==> config.mk <==
export PLATFORM = sky130hd
export DESIGN_NAME = imem_loader
export DESIGN_NICKNAME = d
export VERILOG_FILES = /design/src/rtl/imem_loader.sv
export SDC_FILE = /design/constraint.sdc
export NUM_CORES = 1
export LEC_CHECK = 0
export ABC_AREA = 0
export CORE_MARGIN = 5
export CORE_UTILIZATION = 52
export DETAILED_ROUTE_END_ITERATION = 8
export GPL_TIMING_DRIVEN = 0
export PLACE_DENSITY = 0.86
export SYNTH_ARGS = -nofsm -noshare
export SYNTH_HDL_FRONTEND = slang
export SYNTH_SLANG_ARGS = --single-unit
==> constraint.sdc <==
create_clock -name clk -period 2.6 [get_ports clk]
set_input_delay 0.39 -clock clk [delete_from_list [all_inputs] [get_ports clk]]
set_output_delay 0.39 -clock clk [all_outputs]
set_load 0.005 [all_outputs]
==> src/rtl/imem_loader.sv <==
// imem_loader: receives a framed byte stream (LEN, N instruction bytes, CSUM)
// and writes each instruction byte into the instruction memory from address 0
// upward. The core is held in reset while a load runs and is released only
// after the checksum matches.
//
// Ports:
//   clk, rst       - system clock; synchronous active-high reset
//   start, abort   - one-cycle pulses: begin a load / cancel the current load
//   in_valid,
//   in_data,
//   in_ready       - upstream byte handshake (transfer on valid && ready)
//   mem_we,
//   mem_addr,
//   mem_wdata      - instruction-memory write port (registered, one pulse per byte)
//   cpu_hold       - keep the core in reset
//   busy           - load in progress
//   done, error    - sticky result of the last load
//   words_written  - instruction bytes written by the current/last load
module imem_loader #(
  parameter int unsigned DEPTH  = 64,
  parameter int unsigned ADDR_W = 8,
  parameter int unsigned DATA_W = 8
) (
  input  logic              clk,
  input  logic              rst,
  input  logic              start,
  input  logic              abort,
  input  logic              in_valid,
  input  logic [DATA_W-1:0] in_data,
  output logic              in_ready,
  output logic              mem_we,
  output logic [ADDR_W-1:0] mem_addr,
  output logic [DATA_W-1:0] mem_wdata,
  output logic              cpu_hold,
  output logic              busy,
  output logic              done,
  output logic              error,
  output logic [ADDR_W-1:0] words_written
);

  typedef enum logic [2:0] {StIdle, StLen, StData, StCsum, StDone, StErr} state_e;

  state_e state_q, state_d;

  logic [ADDR_W-1:0] len_q;
  logic [ADDR_W-1:0] cnt_q;
  logic [ADDR_W-1:0] cnt_inc;
  logic [DATA_W-1:0] sum_q;
  logic              we_q;
  logic [ADDR_W-1:0] addr_q;
  logic [DATA_W-1:0] wdata_q;
  logic              done_q;
  logic              error_q;
  logic              hold_q;

  logic xfer;
  logic len_ok;
  logic last_byte;

  // abort wins over a coincident transfer, so the byte is dropped.
  assign xfer      = in_valid && in_ready && !abort;
  assign len_ok    = (in_data != '0) && (32'(in_data) <= DEPTH);
  assign cnt_inc   = cnt_q + ADDR_W'(1);
  assign last_byte = (cnt_inc == len_q);

  // State register
  always_ff @(posedge clk) begin
    if (rst) begin
      state_q <= StIdle;
    end else begin
      state_q <= state_d;
    end
  end

  // Next-state logic; in_valid alone implies a transfer in the accepting states
  always_comb begin
    state_d = state_q;
    unique case (state_q)
      StIdle: begin
        if (start) state_d = StLen;
      end
      StLen: begin
        if (abort) begin
          state_d = StErr;
        end else if (in_valid) begin
          state_d = len_ok ? StData : StErr;
        end
      end
      StData: begin
        if (abort) begin
          state_d = StErr;
        end else if (in_valid && last_byte) begin
          state_d = StCsum;
        end
      end
      StCsum: begin
        if (abort) begin
          state_d = StErr;
        end else if (in_valid) begin
          state_d = (in_data == sum_q) ? StDone : StErr;
        end
      end
      StDone:  state_d = StIdle;
      StErr:   state_d = StIdle;
      default: state_d = StIdle;
    endcase
  end

  // Outputs decoded from state only, so in_ready never depends on in_valid
  always_comb begin
    in_ready = 1'b0;
    busy     = 1'b0;
    unique case (state_q)
      StLen, StData, StCsum: begin
        in_ready = 1'b1;
        busy     = 1'b1;
      end
      default: begin
        in_ready = 1'b0;
        busy     = 1'b0;
      end
    endcase
  end

  // Datapath, write port and sticky status
  always_ff @(posedge clk) begin
    if (rst) begin
      len_q   <= '0;
      cnt_q   <= '0;
      sum_q   <= '0;
      we_q    <= 1'b0;
      addr_q  <= '0;
      wdata_q <= '0;
      done_q  <= 1'b0;
      error_q <= 1'b0;
      hold_q  <= 1'b1;
    end else begin
      we_q <= (state_q == StData) && xfer;

      if (state_q == StIdle && start) begin
        cnt_q   <= '0;
        sum_q   <= '0;
        done_q  <= 1'b0;
        error_q <= 1'b0;
        hold_q  <= 1'b1;
      end

      if (state_q == StLen && xfer) begin
        len_q <= ADDR_W'(in_data);
      end

      if (state_q == StData && xfer) begin
        addr_q  <= cnt_q;
        wdata_q <= in_data;
        cnt_q   <= cnt_inc;
        sum_q   <= sum_q + in_data;
      end

      // StDone/StErr are only ever entered from the accepting states
      if (state_d == StDone) begin
        done_q <= 1'b1;
        hold_q <= 1'b0;
      end

      if (state_d == StErr) begin
        error_q <= 1'b1;
        hold_q  <= 1'b1;
      end
    end
  end

  assign mem_we        = we_q;
  assign mem_addr      = addr_q;
  assign mem_wdata     = wdata_q;
  assign cpu_hold      = hold_q;
  assign done          = done_q;
  assign error         = error_q;
  assign words_written = cnt_q;

endmodule

==> flow_metrics.env <==
export IMPL_powerDensity_mw_per_mm2=489.3
export IMPL_mostFrequentLayoutCells="55 x nand2_1, 47 x dfxtp_1, 41 x clkdlybuf4s50_1"
export IMPL_hold_viol_final=0
export IMPL_viasPerCell=6.010
export IMPL_p_leak_nw=1.093
export IMPL_grt_pass1_wl_mm=10.87
export IMPL_via_count=2416
export IMPL_drt_iter0_drc=254
export IMPL_dpl_instance_area_mm2=0.002898
export IMPL_portBuffers=41
export IMPL_final_nets=371
export IMPL_clk_pin_slew_worst_paths_ps=90
export IMPL_die_w_um=78.25
export IMPL_cts_max_level=2
export IMPL_cp_start_kind="primary input"
export IMPL_cts_tree="yes"
export IMPL_synth_top_family_by_area="simple AND/OR/NAND/NOR gates"
export IMPL_synth_xor_area_share_pct=5.424
export IMPL_ys_flop_type="dfxtp_1"
export IMPL_ios=43
export IMPL_ys_ff_latch=47
export IMPL_power_switching_mw=0.3566
export IMPL_layout_drive_gt1_share_pct=6.286
export IMPL_fp_row_count=24
export IMPL_grt_max_degree=15
export IMPL_drt_pass1_iter_count=5
export IMPL_tns_ps=0
export IMPL_period_share_pct=91.44
export IMPL_clk_latency_ps=300
export IMPL_status="completed"
export IMPL_clockPowerShare_pct=37.9
export IMPL_syn_to_final_growth_pct=24.54
export IMPL_internal_power_mw=1.119
export IMPL_gp_congestion=0.9238
export IMPL_drc=0
export IMPL_synth_cells=301
export IMPL_grt_setup_unrepaired="no"
export IMPL_crit_type="primary input to flip-flop"
export IMPL_cts_made_buffers=5
export IMPL_async_reset_ff_share_pct=0
export IMPL_finalWorstSetupSlack_ps=222.5
export IMPL_grt_pass1_vias=2305
export IMPL_tightest_slew_ps=723.4
export IMPL_min_delay_path_class="flip-flop to flip-flop"
export IMPL_finalPower_mw=1.476
export IMPL_die_y_um=78.25
export IMPL_synth_edf_count=0
export IMPL_relSlewSlack_pct=51.41
export IMPL_final_cell_area_mm2=0.003017
export IMPL_synth_avg_cell_area_um2=8.048
export IMPL_yosysWarnings=0
export IMPL_maxSlewViolCount=0
export IMPL_synthMuxAreaShare_pct=3.771
export IMPL_clock_path_buffers=2
export IMPL_maxCapViolations=0
export IMPL_setup_violations=0
export IMPL_worstPathArrival_ps=2620
export IMPL_wirelength_mm=6.488
export IMPL_cp_required_ps=2840
export IMPL_diodes=0
export IMPL_synth_area_mm2=0.002422
export IMPL_ctsHoldBuffers=0
export IMPL_fin_skew_ps=10.27
export IMPL_switching_share_pct=24.16
export IMPL_yosysUniqueCellTypes=50
export IMPL_syn_nets=323
export IMPL_rrSetupSlack_ps=370
export IMPL_crit_path_max_fanout=5
export IMPL_end_kind="flip-flop"
export IMPL_start_util_pct=54.50
export IMPL_synth_seq_area_share_pct=38.84
export IMPL_overflow=0
export IMPL_wl_per_cell_um=16.14
export IMPL_p_comb_share_pct=11.8
export IMPL_clockRootBuffer="clkbuf_8"
export IMPL_dpl_hpwl_mm=4.706
export IMPL_coreArea_mm2=0.004444
export IMPL_synth_compound_area_share_pct=15.19
export IMPL_place_ws_ps=-34.79
export IMPL_ant_nets=0
export IMPL_synthSimpleGateAreaFrac_pct=26.65
export IMPL_synth_fa_ha_area_share_pct=4.959
export IMPL_cts_sinks=47
export IMPL_grtUsageTotal_pct=21.81
export IMPL_final_common_cell="nand2_1"
export IMPL_seqPwrFrac_pct=50.3
export IMPL_vdd_drop_max_mv=0.4624
export IMPL_antenna_found_initial=0
export IMPL_fp_dieArea_mm2=0.006123
export IMPL_min_period_ps=2377
export IMPL_fmax_ghz=0.4206
critical path, stage by stage:
cell             delay (ps)
clkdlybuf4s50_1         520
ha_1                    350
a21oi_1                 170
o21ai_0                 130
a2111oi_1               410
nor3_1                  150
a2111o_1                400
nand3_1                  80
cells by family after synthesis:
logic type	after synthesis
AND/OR/NAND/NOR	134
multiplexers	9
buffers and inverters	26
flip-flops	47
AO/OA/AOI/OAI	61
adder cells (fa/ha/maj)	9
XOR/XNOR	15
through the flow:
step	cells	hold WS (ps)	util (%)
after global routing	402	480.7	67.88
after floorplan	301	447.2	-
after global placement	394	438.4	65.20
after detailed placement	394	450.2	65.20
after CTS	402	465.0	67.85
final	402	459.4	67.88
timing repair:
action | CTS | global route
endpoints found under the setup margin | 0 | 1
resized for setup | 0 | 1
setup buffers | 0 | 0
cell type report:
cell class,count,area (µm²)
fillers,385,1428
repair buffers,41,410.4
clock buffers,6,82.58
plain buffers,19,98.84
clock inverters,2,35.03
inverters,7,26.28
multi-input cells,228,1358
well taps,52,65.06
flip-flops and latches,47,940.9
final timing paths:
path | from | end | cells after the start
max | in_data[1] | sum_q[7] | 8
min | error | error | 2
max reg2reg | words_written[0] | state_q[0] | 8
min reg2reg | error | error | 2
flip-flops by register name (all words and copies together) (netlist names), 3 cells and up:
name and count:
sum_q 8, mem_wdata 8, state_q 3, words_written 8
len_q 8, mem_addr 8
Yosys cell counts, drive strengths merged, types with 2 or more instances:
library cell | number | area share, %
inv | 7 | 1.1
nor4 | 6 | 2.2
o21bai | 2 | 0.62
clkbuf | 11 | 1.7
nor2b | 2 | 0.52
ha | 8 | 4.1
dfxtp | 47 | 39
o2111ai | 2 | 0.72
nand2b | 6 | 1.9
xnor2 | 9 | 3.3
o21ai | 4 | 0.83
nand2 | 55 | 8.5
a21oi | 39 | 8.1
buf | 8 | 2.4
nor2 | 28 | 4.4
nand4 | 4 | 1.0
a21o | 2 | 0.62
mux2i | 8 | 3.3
nor3 | 8 | 1.7
nand3 | 15 | 3.1
xor2 | 6 | 2.2
nor4b | 2 | 0.72
power groups by stage:
stage	clock (mW)	combinational (mW)	sequential, mW
after global placement	0	0.167	0.759
after floorplan	0	0.0970	0.758
after detailed placement	0	0.171	0.759
final	0.559	0.175	0.743
after global routing	0.613	0.189	0.745
after CTS	0.568	0.172	0.743
routing by layer:
metal  track usage, %  up-vias  part of all wire [%]
li1                 -     1144                     -
met1            27.05     1130                    41
met2            37.24      127                    49
met3            5.378       15                   8.4
met4            6.993        0                   1.8
met5                0        -                     0
Note: power is estimated with default switching activity, not from simulation.
